$ cat src/rtl/pipe_ifid_stage.sv
// IF/ID pipeline register with a load-use hazard unit, a branch flush and a
// saturating counter of the cycles in which the PC was frozen.
module pipe_ifid_stage #(
    parameter logic [31:0] RESET_PC = 32'h0000_0000,
    parameter int          CNT_W    = 16
) (
    input  logic             clk,
    input  logic             clrn,
    input  logic [31:0]      if_pc,
    input  logic [31:0]      if_inst,
    input  logic             ex_wreg,
    input  logic             ex_m2reg,
    input  logic [4:0]       ex_rn,
    input  logic             hold,
    input  logic             flush,
    output logic             IFwip,
    output logic             id_stall,
    output logic [31:0]      id_inst,
    output logic [31:0]      id_pc,
    output logic [31:0]      id_pc4,
    output logic             id_valid,
    output logic [CNT_W-1:0] stall_count
);

    // j, jal, lui and the constant shifts take no rs source operand.
    function automatic logic f_uses_rs(input logic [5:0] op, input logic [5:0] funct);
        logic r;
        case (op)
            6'b000010, 6'b000011, 6'b001111: r = 1'b0;
            6'b000000: r = !(funct == 6'b000000 || funct == 6'b000010 || funct == 6'b000011);
            default:   r = 1'b1;
        endcase
        return r;
    endfunction

    function automatic logic f_uses_rt(input logic [5:0] op);
        logic r;
        case (op)
            6'b000000, 6'b000100, 6'b000101, 6'b101011: r = 1'b1;
            default:                                    r = 1'b0;
        endcase
        return r;
    endfunction

    logic [31:0]      id_inst_q, id_inst_d;
    logic [31:0]      id_pc_q, id_pc_d;
    logic             id_valid_q, id_valid_d;
    logic [CNT_W-1:0] stall_count_q, stall_count_d;
    logic             hazard_s, eflush_s, ifwip_s;
    logic             rs_hit_s, rt_hit_s;

    // Load-use hazard against EX; a bubble or a $0 destination never matches.
    always_comb begin
        rs_hit_s = f_uses_rs(id_inst_q[31:26], id_inst_q[5:0]) && (id_inst_q[25:21] == ex_rn);
        rt_hit_s = f_uses_rt(id_inst_q[31:26]) && (id_inst_q[20:16] == ex_rn);
        hazard_s = id_valid_q && ex_wreg && ex_m2reg && (ex_rn != 5'd0) && (rs_hit_s || rt_hit_s);
        eflush_s = flush && !hazard_s;
        ifwip_s  = !(hazard_s || hold);
    end

    // Next-state for the IF/ID register and the stall counter.
    always_comb begin
        id_inst_d     = id_inst_q;
        id_pc_d       = id_pc_q;
        id_valid_d    = id_valid_q;
        stall_count_d = stall_count_q;
        if (!ifwip_s) begin
            if (stall_count_q != {CNT_W{1'b1}}) begin
                stall_count_d = stall_count_q + {{(CNT_W-1){1'b0}}, 1'b1};
            end else begin
                stall_count_d = stall_count_q;
            end
        end else if (eflush_s) begin
            id_inst_d  = 32'h0000_0000;
            id_pc_d    = if_pc;
            id_valid_d = 1'b0;
        end else begin
            id_inst_d  = if_inst;
            id_pc_d    = if_pc;
            id_valid_d = 1'b1;
        end
    end

    // State registers with asynchronous clear.
    always_ff @(posedge clk or negedge clrn) begin
        if (!clrn) begin
            id_inst_q     <= 32'h0000_0000;
            id_pc_q       <= RESET_PC;
            id_valid_q    <= 1'b0;
            stall_count_q <= {CNT_W{1'b0}};
        end else begin
            id_inst_q     <= id_inst_d;
            id_pc_q       <= id_pc_d;
            id_valid_q    <= id_valid_d;
            stall_count_q <= stall_count_d;
        end
    end

    assign IFwip       = ifwip_s;
    assign id_stall    = hazard_s;
    assign id_inst     = id_inst_q;
    assign id_pc       = id_pc_q;
    assign id_pc4      = id_pc_q + 32'd4;
    assign id_valid    = id_valid_q;
    assign stall_count = stall_count_q;

endmodule

$ cat config.mk
export PLATFORM = sky130hd
export DESIGN_NAME = pipe_ifid_stage
export DESIGN_NICKNAME = d
export VERILOG_FILES = /design/src/rtl/pipe_ifid_stage.sv
export SDC_FILE = /design/constraint.sdc
export NUM_CORES = 1
export LEC_CHECK = 0
export ABC_CLOCK_PERIOD_IN_PS = 2200
export CAP_MARGIN = 5
export CORE_ASPECT_RATIO = 1.4
export CORE_MARGIN = 10
export CORE_UTILIZATION = 35
export CTS_BUF_LIST = sky130_fd_sc_hd__clkbuf_8
export DETAILED_ROUTE_END_ITERATION = 6
export GPL_ROUTABILITY_DRIVEN = 0
export PLACE_DENSITY = 0.81
export SYNTH_ARGS = -nofsm -noshare
export SYNTH_HDL_FRONTEND = slang
export SYNTH_SLANG_ARGS = --single-unit
export TNS_END_PERCENT = 100
$ cat constraint.sdc
create_clock -name clk -period 2.2 [get_ports clk]
set_clock_uncertainty 0.2 [all_clocks]
set_input_delay 0.22 -clock clk [delete_from_list [all_inputs] [get_ports clk]]
set_output_delay 0.22 -clock clk [all_outputs]
set_load 0.005 [all_outputs]
==> reports/results.ini <==
[outcome]
status=finished with violations
violations=negative setup slack

[logic_synthesis]
yosysMostFrequentCell=dfrtp_1
synth-edff-count=0
synthTopCellsByCount=81 x dfrtp_1, 50 x nand2_1, 39 x xnor2_1
synth_area_leader_cell=dfrtp_1
synth_area_leaders=dfrtp_1 50%, xnor2_1 8.3%, mux2_2 6.3%
synthesis.nets=466
synth_seq_cells=81
synth_top_area_share_pct=49.5
yosysWarningCount=0
yosysUniqueCellTypes=32
synth.avg_cell_area_um2=10.5
syn_inst=389
ys_seq_area_share_pct=49.5
synthFlopType=dfrtp_1
async_flop_share_pct=100
syn_area_um2=4090

[critical_path]
crit_cells=9
rr_worst_depth=9
crit_buf_inv=3
regToRegEndpoint=stall_count[1]
path_class=reg -> reg
cp.required_ps=2240
worstSetupStartpointType=register
crit_start=id_inst[29]
slowest_stage=dfrtp_1
crit_top_cell=buf_12
critPathTopFamily=simple AND/OR/NAND/NOR gates
worst_r2r_startpoint=id_inst[29]
arrival_ps=2470
path_max_fanout=6
setup.worst_path.end=stall_count[1]
cp_cell_sequence=or3_1, mux2i_4, nand2b_4, o221ai_4, buf_6, buf_12, buf_12, nand2_4, mux2_4
slowest_delay_ps=430
cp-end-kind=register
regToRegSetupSlack_ps=-230

[timing]
maxSlewHeadroom_pct=66.9
setup_violations=93
hold_violations=0
fin_ws_ps=-228
fmax_mhz=412
tightest_slew_ps=496
fin_crit_sh_pct=110
rsz0062_at_grt=true
drv_slew=0
min_period_ps=2430

[pwr]
switching_share_pct=28.6
power_leakage_nw=3.68
p_int_mw=3.37
powerDensity_nw_per_um2=579
power.total_mw=4.72
pwr-share-seq_pct=39.1
clockPowerShare_pct=26.4
ir_worst_vdd_mv=0.386
pwr-share-comb_pct=34.5
netSwitchingPower_mw=1.35

[finish]
post_route_cells_drive_above_1_share_pct=40.5
final_area_um2=8150
fill_cells=729
antenna_cells=0
finalNetCount=778
area_growth_syn_to_layout_pct=99.1

[global_route]
grt_max_degree=46
grt_pass1_wl_um=25400
antenna_found_initial=0
overflow=0
grt_pass1_vias=4724
track_usage_pct=18.9

[floorplan]
die-width_um=111
core_area_um2=11400
die-area_um2=16500
start_util_pct=35.9
die_h_um=148
ios=190
rows=46

[cts]
cts_tree=yes
clkTransAtPathRegs_ps=80
numCtsBuffers=9
insertion_delay_ps=350
clock_path_buffers=2
cts_sinks=81
htree_levels=3
clock-root-buffer=clkbuf_8

[detailed_routing]
first_pass_iters=4
ant_nets=0
drt_iter0_markers=142
wl_um=17600
via_per_inst=5.11
wl_per_cell_um=20.7
dr_total_vias=4340
post-route-drc-count=0

[job]
cap_violations=0

[placement]
dp_slack_ps=-578
place_hpwl_um=11300
dpl_cell_area_um2=6790
port_buffers=189

[min_path]
hold_class=in -> async

-- power by group through the flow --
stage,Combinational (mW),Sequential [mW],Clock [mW]
2_1_floorplan,0.383,1.87,0
3_3_place_gp,1.34,1.83,0
3_5_place_dp,1.38,1.85,0
4_1_cts,1.49,1.83,1.26
5_1_grt,1.73,1.87,1.34
6_report,1.63,1.85,1.25
-- cell families (layout without fill, tap and decap cells) --
family | after synthesis | count (layout) | share of synthesized area, %
AO/OA/AOI/OAI | 37 | 37 | 5.07
multiplexers | 36 | 36 | 10.8
XOR/XNOR | 51 | 51 | 10.9
buffers and inverters | 22 | 339 | 2.81
AND/OR/NAND/NOR | 160 | 160 | 20.3
adder cells (fa/ha/maj) | 2 | 2 | 0.611
flip-flops | 81 | 81 | 49.5
-- cells in the final DEF (no fill, tap or decap), drive strengths merged, types with 2 or more instances in the layout --
cell type,netlist,routed
nor3,3,3
clkinvlp,0,2
clkdlybuf4s50,0,154
and3,9,9
nand4,14,14
nand2b,37,37
or4,2,2
inv,4,5
xor2,12,12
o21ai,33,33
xnor2,39,39
nor2,12,12
clkbuf,11,16
ha,2,2
and4,4,4
nor4,2,2
dfrtp,81,81
or3,2,2
nand3,22,22
bufinv,0,2
buf,7,151
nand2,50,50
dlygate4sd2,0,8
mux2,35,35
-- worst min path at each step --
stage / to / slack (ps) / startpoint / depth (start not counted)
6_report: id_pc[4] / 190 / clrn / 2
5_1_grt: id_pc[4] / 230 / clrn / 2
4_1_cts: id_pc[4] / 190 / clrn / 2
3_5_place_dp: id_pc[4] / 20 / clrn / 1
3_3_place_gp: id_pc[6] / 8 / clrn / 1
2_1_floorplan: id_inst[0] / -280 / clrn / 0
-- sequential cells by signal, indices dropped and copies added (netlist names) --
name / flops
id_valid: 1
id_inst: 32
id_pc: 32
stall_count: 16
-- final cells by class --
type	count	area, µm²	share of cell area, %
repair buffers	319	3080	37.7
flip-flops and latches	81	2030	24.9
well taps	144	180	2.21
clock buffers	11	151	1.86
clock inverters	5	78.8	0.967
multi-input cells	286	2620	32.2
inverters	4	15.0	0.184
-- metal layers --
metal	wire [µm]	vias up	global-route usage, %
met5	0	-	0
met4	502	0	8.05
met3	1310	40	6.40
met2	9290	196	33.7
met1	6510	2150	19.8
li1	-	1954	-
-- through the flow --
stage / setup TNS, ps / cells / util, % / hold WS [ps]
floorplan: 0 / 389 / - / -276
global placement: -35430 / 791 / 59.6 / 8.25
detailed placement: -43400 / 791 / 59.6 / 17.9
CTS: -12650 / 833 / 66.7 / 194
global route: -24380 / 850 / 71.5 / 225
finish: -15360 / 850 / 71.5 / 191
-- what timing repair did --
item                                    in CTS  in global routing
endpoints found under the setup margin     101                106
hold buffers                                 1                  0
cloned                                       3                  4
buffers inserted                            22                 17
pin swaps                                   35                 42
endpoints found under the hold margin       36                  0
resized for setup                          214                103
Power figures use the tool's default switching activity.
